$ cat src/rtl/ex_mem_branch_stage_if.sv
// Bundle between the EX stage and the EX/MEM boundary: EX-side inputs,
// registered MEM-side outputs and the PC redirect.
interface ex_mem_branch_stage_if;
    logic        stall;
    logic        ex_valid;
    logic [31:0] alu_result;
    logic        alu_zero;
    logic        alu_sign;
    logic        alu_sltu;
    logic [3:0]  branch_ctrl;
    logic [31:0] target_in;
    logic [31:0] pc_plus4;
    logic [31:0] store_data_in;
    logic [4:0]  rd_in;
    logic        reg_write_in;
    logic        mem_read_in;
    logic        mem_write_in;
    logic [2:0]  funct3_in;

    logic        mem_valid;
    logic [31:0] mem_result;
    logic [31:0] mem_store_data;
    logic [4:0]  mem_rd;
    logic        mem_reg_write;
    logic        mem_mem_read;
    logic        mem_mem_write;
    logic [2:0]  mem_funct3;
    logic        mem_sign;
    logic        redirect;
    logic [31:0] redirect_pc;

    // Upstream side: drives EX values, observes MEM values and redirect.
    modport master (
        output stall, ex_valid, alu_result, alu_zero, alu_sign, alu_sltu,
               branch_ctrl, target_in, pc_plus4, store_data_in, rd_in,
               reg_write_in, mem_read_in, mem_write_in, funct3_in,
        input  mem_valid, mem_result, mem_store_data, mem_rd, mem_reg_write,
               mem_mem_read, mem_mem_write, mem_funct3, mem_sign,
               redirect, redirect_pc
    );

    // Stage side: consumes EX values, produces the registered outputs.
    modport slave (
        input  stall, ex_valid, alu_result, alu_zero, alu_sign, alu_sltu,
               branch_ctrl, target_in, pc_plus4, store_data_in, rd_in,
               reg_write_in, mem_read_in, mem_write_in, funct3_in,
        output mem_valid, mem_result, mem_store_data, mem_rd, mem_reg_write,
               mem_mem_read, mem_mem_write, mem_funct3, mem_sign,
               redirect, redirect_pc
    );
endinterface

$ cat src/rtl/ex_mem_branch_stage.sv
// EX/MEM pipeline register with branch/jump resolution, a one-cycle PC
// redirect pulse and squashing of the single wrong-path instruction that
// follows a taken control transfer.
module ex_mem_branch_stage (
    input  logic                  clk,
    input  logic                  reset,
    ex_mem_branch_stage_if.slave  bus
);
    logic        kill_reg;
    logic        taken;
    logic        is_jump;
    logic        live;
    logic        accept_taken;
    logic [31:0] target;

    // Resolve the transfer from the ALU flags; the decoder already chose the
    // ALU operation (XOR for EQ/NE, SLT for LT/GE, SLTU for LTU/GEU), so
    // ZERO alone tells us the SLT outcome.
    always_comb begin
        taken   = 1'b0;
        is_jump = 1'b0;
        if (bus.branch_ctrl[3]) begin
            case (bus.branch_ctrl[2:0])
                3'b000: taken = bus.alu_zero;          // BEQ
                3'b001: taken = ~bus.alu_zero;         // BNE
                3'b100: taken = ~bus.alu_zero;         // BLT
                3'b101: taken = bus.alu_zero;          // BGE
                3'b110: taken = bus.alu_sltu;          // BLTU
                3'b111: taken = ~bus.alu_sltu;         // BGEU
                3'b010, 3'b011: begin                  // JAL, JALR
                    taken   = 1'b1;
                    is_jump = 1'b1;
                end
                default: taken = 1'b0;
            endcase
        end
    end

    // JALR clears bit 0 of the computed address; everything else uses the
    // branch adder output.
    assign target = (bus.branch_ctrl == 4'b1011) ? {bus.alu_result[31:1], 1'b0}
                                                 : bus.target_in;

    // The instruction right after an accepted taken transfer is wrong-path.
    assign live         = bus.ex_valid & ~kill_reg;
    assign accept_taken = live & taken;

    // Pipeline register, kill flag and redirect pulse; redirect always drops
    // on the following edge even if the stage is stalled.
    always_ff @(posedge clk or posedge reset) begin
        if (reset) begin
            kill_reg           <= 1'b0;
            bus.mem_valid      <= 1'b0;
            bus.mem_result     <= 32'd0;
            bus.mem_store_data <= 32'd0;
            bus.mem_rd         <= 5'd0;
            bus.mem_reg_write  <= 1'b0;
            bus.mem_mem_read   <= 1'b0;
            bus.mem_mem_write  <= 1'b0;
            bus.mem_funct3     <= 3'd0;
            bus.mem_sign       <= 1'b0;
            bus.redirect       <= 1'b0;
            bus.redirect_pc    <= 32'd0;
        end else begin
            bus.redirect <= 1'b0;
            if (!bus.stall) begin
                kill_reg           <= accept_taken;
                bus.mem_valid      <= live;
                bus.mem_result     <= is_jump ? bus.pc_plus4 : bus.alu_result;
                bus.mem_store_data <= bus.store_data_in;
                bus.mem_rd         <= bus.rd_in;
                bus.mem_reg_write  <= live & bus.reg_write_in;
                bus.mem_mem_read   <= live & bus.mem_read_in;
                bus.mem_mem_write  <= live & bus.mem_write_in;
                bus.mem_funct3     <= bus.funct3_in;
                bus.mem_sign       <= bus.alu_sign;
                if (accept_taken) begin
                    bus.redirect    <= 1'b1;
                    bus.redirect_pc <= target;
                end
            end
        end
    end
endmodule

$ cat src/flat_wrapper.sv
// flat-port wrapper written by rule: the top's interface ports become plain ports
module ex_mem_branch_stage_flat 
  (clk, reset, bus_stall, bus_ex_valid, bus_alu_result, bus_alu_zero, bus_alu_sign, bus_alu_sltu, bus_branch_ctrl, bus_target_in, bus_pc_plus4, bus_store_data_in, bus_rd_in, bus_reg_write_in, bus_mem_read_in, bus_mem_write_in, bus_funct3_in, bus_mem_valid, bus_mem_result, bus_mem_store_data, bus_mem_rd, bus_mem_reg_write, bus_mem_mem_read, bus_mem_mem_write, bus_mem_funct3, bus_mem_sign, bus_redirect, bus_redirect_pc);
  ex_mem_branch_stage_if bus_i ();
  input  logic clk;
  input  logic reset;
  input wire logic [$bits(bus_i.stall)-1:0] bus_stall;
  input wire logic [$bits(bus_i.ex_valid)-1:0] bus_ex_valid;
  input wire logic [$bits(bus_i.alu_result)-1:0] bus_alu_result;
  input wire logic [$bits(bus_i.alu_zero)-1:0] bus_alu_zero;
  input wire logic [$bits(bus_i.alu_sign)-1:0] bus_alu_sign;
  input wire logic [$bits(bus_i.alu_sltu)-1:0] bus_alu_sltu;
  input wire logic [$bits(bus_i.branch_ctrl)-1:0] bus_branch_ctrl;
  input wire logic [$bits(bus_i.target_in)-1:0] bus_target_in;
  input wire logic [$bits(bus_i.pc_plus4)-1:0] bus_pc_plus4;
  input wire logic [$bits(bus_i.store_data_in)-1:0] bus_store_data_in;
  input wire logic [$bits(bus_i.rd_in)-1:0] bus_rd_in;
  input wire logic [$bits(bus_i.reg_write_in)-1:0] bus_reg_write_in;
  input wire logic [$bits(bus_i.mem_read_in)-1:0] bus_mem_read_in;
  input wire logic [$bits(bus_i.mem_write_in)-1:0] bus_mem_write_in;
  input wire logic [$bits(bus_i.funct3_in)-1:0] bus_funct3_in;
  output wire logic [$bits(bus_i.mem_valid)-1:0] bus_mem_valid;
  output wire logic [$bits(bus_i.mem_result)-1:0] bus_mem_result;
  output wire logic [$bits(bus_i.mem_store_data)-1:0] bus_mem_store_data;
  output wire logic [$bits(bus_i.mem_rd)-1:0] bus_mem_rd;
  output wire logic [$bits(bus_i.mem_reg_write)-1:0] bus_mem_reg_write;
  output wire logic [$bits(bus_i.mem_mem_read)-1:0] bus_mem_mem_read;
  output wire logic [$bits(bus_i.mem_mem_write)-1:0] bus_mem_mem_write;
  output wire logic [$bits(bus_i.mem_funct3)-1:0] bus_mem_funct3;
  output wire logic [$bits(bus_i.mem_sign)-1:0] bus_mem_sign;
  output wire logic [$bits(bus_i.redirect)-1:0] bus_redirect;
  output wire logic [$bits(bus_i.redirect_pc)-1:0] bus_redirect_pc;
  assign bus_i.stall = bus_stall;
  assign bus_i.ex_valid = bus_ex_valid;
  assign bus_i.alu_result = bus_alu_result;
  assign bus_i.alu_zero = bus_alu_zero;
  assign bus_i.alu_sign = bus_alu_sign;
  assign bus_i.alu_sltu = bus_alu_sltu;
  assign bus_i.branch_ctrl = bus_branch_ctrl;
  assign bus_i.target_in = bus_target_in;
  assign bus_i.pc_plus4 = bus_pc_plus4;
  assign bus_i.store_data_in = bus_store_data_in;
  assign bus_i.rd_in = bus_rd_in;
  assign bus_i.reg_write_in = bus_reg_write_in;
  assign bus_i.mem_read_in = bus_mem_read_in;
  assign bus_i.mem_write_in = bus_mem_write_in;
  assign bus_i.funct3_in = bus_funct3_in;
  assign bus_mem_valid = bus_i.mem_valid;
  assign bus_mem_result = bus_i.mem_result;
  assign bus_mem_store_data = bus_i.mem_store_data;
  assign bus_mem_rd = bus_i.mem_rd;
  assign bus_mem_reg_write = bus_i.mem_reg_write;
  assign bus_mem_mem_read = bus_i.mem_mem_read;
  assign bus_mem_mem_write = bus_i.mem_mem_write;
  assign bus_mem_funct3 = bus_i.mem_funct3;
  assign bus_mem_sign = bus_i.mem_sign;
  assign bus_redirect = bus_i.redirect;
  assign bus_redirect_pc = bus_i.redirect_pc;
  ex_mem_branch_stage u_core (.clk(clk), .reset(reset), .bus(bus_i));
endmodule
$ cat config.mk
export PLATFORM = sky130hd
export DESIGN_NAME = ex_mem_branch_stage_flat
export DESIGN_NICKNAME = d
export VERILOG_FILES = /design/src/rtl/ex_mem_branch_stage_if.sv /design/src/rtl/ex_mem_branch_stage.sv /design/src/flat_wrapper.sv
export SDC_FILE = /design/constraint.sdc
export NUM_CORES = 1
export LEC_CHECK = 0
export CAP_MARGIN = 10
export CORE_MARGIN = 8
export CORE_UTILIZATION = 43
export CTS_BUF_LIST = sky130_fd_sc_hd__clkbuf_16
export CTS_CLUSTER_SIZE = 20
export DETAILED_ROUTE_END_ITERATION = 10
export MAX_ROUTING_LAYER = met4
export PLACE_DENSITY = 0.87
export SETUP_SLACK_MARGIN = 0.4
export SKIP_CTS_REPAIR_TIMING = 1
export SYNTH_ARGS = -nofsm -noshare
export SYNTH_HDL_FRONTEND = slang
export SYNTH_SLANG_ARGS = --single-unit
$ cat constraint.sdc
create_clock -name clk -period 10.93 [get_ports clk]
set_input_delay 1.6395 -clock clk [delete_from_list [all_inputs] [get_ports clk]]
set_output_delay 1.6395 -clock clk [all_outputs]
set_load 0.02 [all_outputs]
==> out/qor.csv, run 1 <==
metric;value;unit
routed wire length;15300;um
largest family of logic cells by synthesized area;multiplexers;
row count;39;
Max stage delay on crit path;890;ps
CTS tree;done;
die footprint;15200;um2
max cap viols;0;
worst clock skew;10.3;ps
CP startpoint kind;primary input;
DR iter-0 viols;170;
CP endpoint kind;flop;
hold_ws;484;ps
P&R area growth vs syn;60.5;%
Syn Std Cell Area;4940;um2
Lkg Pwr;3.54;nW
die width;123;um
Initial Utilization;43.6;%
complex-gate fraction of the synthesized area;4.56;%
Final Hold Vio Count;0;
largest fanout on the critical path;19;
GR Overflow Total;0;
DR WL/cell;20.1;um
Avg Cell Area, Syn;13.7;um2
CTS sink cnt;111;
Final nets;763;
Async SR Flop Fraction;100;%
boundary pin count;260;
cell with the most instances after synthesis;dfrtp_1;
multiplexer area fraction after synthesis;32.4;%
slowest cell on the critical path;o311ai_4;
HPWL Detailed;12000;um
Diodes inserted;0;
Slew headroom;22.1;%
H-tree depth;3;
port bufs;259;
Vias;3850;
crit-path cells;clkdlybuf4s50_1, nand2b_1, o311ai_4, buf_4, mux2_4;
ranking of synthesized cells by area;dfrtp_1 (56%), mux2_2 (18%), mux2_4 (8.2%);
initial antenna violation count;0;
Cells after Synth;360;
CTS Root Buffer Type;clkbuf_16;
Setup-failing EPs final;0;
adder-cell share of the synthesized area;0;%
CP Buf/Inv Count;2;
Pins Over Slew Limit;0;
largest net degree at the start of global routing;65;
Synth Area in XOR/XNOR;0.177;%
Arr. time, crit path;4110;ps
total track usage;20.3;%
TNS Setup;0;ps
CP top delay family;buffers and inverters;
dominant cell type by area after synthesis;dfrtp_1;
gp weighted congestion;0.815;
Synth warnings;0;
most instantiated cells after synthesis;dfrtp_1 (111), mux2_2 (77), nand2_1 (41);
Vias/cell;5.06;
clk slew on worst S/H paths;70;ps
vias in the first global route;4309;
WS Path Type;in -> reg;
Final min period;3890;ps
non-filler instance count after layout;761;
Core Box Area;11300;um2
post-synthesis sequential element count;111;
IR drop worst, VDD;0.0819;mV
Synth Area in Simple Gates;4.08;%
Synth cell types;21;
TritonRoute pass-1 iters;4;
largest registers in the final layout;u_core.bus.mem_result x32, u_core.bus.mem_store_data x32, u_core.bus.redirect_pc x32;
fillcell total;820;
Inst Count DP;745;
R2R setup slack;8810;ps
ANT nets after route;0;
Worst-Skew Late Latency;340;ps
Most used DFF post-synth;dfrtp_1;
share of layout cells above drive strength 1;20.9;%
Slew @ Worst Pin;1170;ps
Post-synth EDFFs;0;
clock buffer depth;2;
Syn Nets;510;
HP Class;reg -> reg;
TritonCTS Buffers;9;
Synth top area share;56.2;%
period utilization;35.6;%
die height;123;um
power density cells;152;nW/um2
worst path required time;11150;ps
sequential fraction of the synthesis area;56.2;%
first-pass GRT wire length;22900;um
RSZ-0062 raised after global routing;no;
drc violations;0;
Highest Clock Rate;257;MHz
status;complete, no violations;
[worst reg2reg max path, cell delays in order, from the launching register on]
cell and delay [ps]:
dfrtp_1 410, nand4bb_1 210, a311oi_2 270, o311ai_4 380, buf_4 400, mux2_4 340
[per-layer routing]
layer	vias to the layer above	GRT usage, %	routed length, um
met5	-	-	0
met4	0	7.90	401
met3	30	6.21	1400
met2	174	34.2	7680
met1	1870	22.0	5800
li1	1776	-	-
[path summary, 6_finish.rpt]
check	startpoint	cells after the start	endpoint
min	u_core.bus.mem_result[23]	2	u_core.bus.mem_result[23]
max reg2reg	u_core.kill_reg	5	u_core.bus.redirect_pc[24]
min reg2reg	u_core.bus.mem_result[23]	2	u_core.bus.mem_result[23]
max in group asynchronous	reset	3	u_core.bus.mem_rd[0]
max	bus_branch_ctrl[1]	5	u_core.bus.redirect_pc[24]
min in group asynchronous	reset	2	u_core.bus.mem_store_data[27]
[cells by family (layout without fill, tap and decap cells)]
kind of cell,after synthesis,in the layout
flops,111,111
simple gates,47,47
compound gates,38,38
mux,137,137
xor+xnor,1,1
buf+inv,26,284
[stage by stage]
step | cell area, um2 | util [%] | power [W] | setup WS, ps
floorplan | 4940 | - | 0.000687 | 6360
global placement | 7640 | 67.5 | 0.000892 | 6810
detailed placement | 7640 | 67.5 | 0.000904 | 6690
CTS | 7930 | 70.0 | 0.00122 | 7060
global route | 7930 | 70.0 | 0.00126 | 6980
finish | 7930 | 70.0 | 0.00121 | 7040
[layout make-up]
class                      count  area, um2  share of cell area (%)
inverter                       5       21.3                   0.268
timing repair buffer         263       2620                    33.0
sequential                   111       2780                    35.0
multi-input combinational    223       2040                    25.8
tap                          143        179                    2.26
clock inverter                 7       63.8                   0.805
clock buffer                   9        225                    2.84
[cells in the final DEF (no fill, tap or decap)]
cell type,instances
a311oi_2,1
clkdlybuf4s50_1,258
clkbuf_16,9
buf_4,5
o21ai_0,35
nor2b_1,1
mux2_4,27
clkinvlp_4,2
nand2b_1,1
mux2i_1,33
o2111ai_1,1
o311ai_4,1
inv_1,4
nand4b_1,1
clkinv_4,2
mux2_2,77
xnor2_1,1
dfrtp_1,111
inv_4,1
inv_6,1
nand2_1,41
nand4bb_1,1
nand3_2,1
nor4bb_1,1
inv_8,2
[report_power, final]
| group | internal, W | switching, W | leakage, nW |
|---|---|---|---|
| combinational | 0.000217 | 0.000169 | 2.07 |
| sequential | 0.000471 | 0.0000350 | 1.33 |
| clock | 0.000160 | 0.000153 | 0.136 |
Note: power is estimated with default switching activity, not from simulation.
==> run 2, diff against run 1 <==
- CORE_UTILIZATION: 43 -> 40
- PLACE_DENSITY: 0.87 -> 0.81
- clock period: 10.93 -> 3.88 ns (I/O delays scaled with it)
==> out/qor.csv, run 2 (synthesis results as in run 1) <==
metric;value;unit
status;complete, no violations;
Diodes inserted;0;
Max stage delay on crit path;540;ps
Arr. time, crit path;2700;ps
largest net degree at the start of global routing;114;
P&R area growth vs syn;61.4;%
CP endpoint kind;flop;
Internal;0.00244;W
Pins Over Slew Limit;0;
total power;0.00345;W
HP Class;reg -> reg;
die width;127;um
port bufs;259;
Psw;0.00100;W
Highest Clock Rate;407;MHz
power density cells;432;nW/um2
Slew @ Worst Pin;1150;ps
HPWL Detailed;12100;um
worst clock skew;7.90;ps
slowest cell on the critical path;clkdlybuf4s50_1;
Vias/cell;4.99;
Initial Utilization;41.1;%
Final min period;2460;ps
Lkg Pwr;3.57;nW
Worst-Skew Late Latency;350;ps
CTS Root Buffer Type;clkbuf_16;
DR iter-0 viols;177;
ANT nets after route;0;
Final Hold Vio Count;0;
Seq pwr share;41.3;%
IR drop worst, VDD;0.268;mV
GR Overflow Total;0;
H-tree depth;3;
largest registers in the final layout;u_core.bus.mem_result x32, u_core.bus.mem_store_data x32, u_core.bus.redirect_pc x32;
sw frac;29.1;%
Final nets;767;
die footprint;16200;um2
Vias;3836;
Core Box Area;12000;um2
max cap viols;0;
drc violations;0;
Clk pwr share;27.0;%
Comb power frac;31.7;%
WS Path Type;in -> reg;
most common cell after layout, fill and taps aside;clkdlybuf4s50_1;
first-pass GRT wire length;24000;um
share of layout cells above drive strength 1;21.2;%
period utilization;63.3;%
Slew headroom;23.4;%
TritonCTS Buffers;9;
total track usage;19.7;%
routed wire length;15600;um
row count;40;
RSZ-0062 raised after global routing;no;
TNS Setup;0;ps
CTS tree;done;
boundary pin count;260;
vias in the first global route;4292;
CP startpoint kind;primary input;
worst path required time;4120;ps
largest fanout on the critical path;34;
most frequent cells in the layout;clkdlybuf4s50_1 (258), dfrtp_1 (111), mux2_2 (77), nand2_1 (41), o21ai_0 (35);
TritonRoute pass-1 iters;4;
Setup-failing EPs final;0;
CTS sink cnt;111;
initial antenna violation count;0;
clk slew on worst S/H paths;80;ps
DR WL/cell;20.3;um
die height;127;um
crit-path cells;clkdlybuf4s50_1, nor4bb_1, a311oi_2, o311ai_4, buf_4, mux2_2;
clock buffer depth;2;
gp weighted congestion;0.844;
==> run 2: final cells by class <==
class / count / area (um2)
Clock inverter: 7 / 70.1
Timing Repair Buffer: 267 / 2650
Fill cell: 875 / 4040
Sequential cell: 111 / 2780
Tap cell: 147 / 184
Clock buffer: 9 / 225
Multi-Input combinational cell: 223 / 2040
Inverter: 5 / 22.5
==> run 2: worst max-delay path: cells and delay by family <==
kind,cells,cell delay (ps)
AOI/OAI and AO/OA,2,200
and+or+nand+nor,1,400
buffers and inverters,2,1080
muxes,1,400
==> run 2: path summary, 6_finish.rpt <==
check / start / end / slack [ps] / cells after the start
setup / recovery: bus_branch_ctrl[0] / u_core.bus.redirect_pc[30] / 1420 / 6
hold / removal: u_core.bus.mem_result[18] / u_core.bus.mem_result[18] / 490 / 2
setup reg to reg: u_core.kill_reg / u_core.bus.redirect_pc[12] / 1940 / 5
hold reg to reg: u_core.bus.mem_result[18] / u_core.bus.mem_result[18] / 490 / 2
max in group asynchronous: reset / u_core.bus.mem_store_data[22] / 2340 / 3
min in group asynchronous: reset / u_core.bus.redirect_pc[17] / 730 / 2
==> run 2: metrics by stage <==
step                      util (%)  setup slack, ps  cell area [um2]  hold slack, ps  std cells
after global routing          66.4             1370             7970             512        769
after global placement        63.9             1150             7680             466        753
final                         66.4             1420             7970             486        769
after detailed placement      63.9             1060             7680             473        753
after CTS                     66.4             1430             7970             490        769
after floorplan                  -             1950             4940             464        360
==> run 2: power by group through the flow <==
stage	combinational (W)	sequential, W	clock, W
after floorplan	0.000286	0.00165	0
after CTS	0.00111	0.00142	0.000956
final	0.00109	0.00142	0.000932
after detailed placement	0.00110	0.00144	0
after global routing	0.00115	0.00144	0.000996
after global placement	0.00108	0.00144	0
==> run 2: layer usage <==
layer	vias up	part of all wire (%)	global-route usage [%]
li1	1780	-	-
met4	0	1.9	6.72
met5	-	0	-
met2	159	52	34.4
met3	21	7.0	5.99
met1	1876	39	20.9
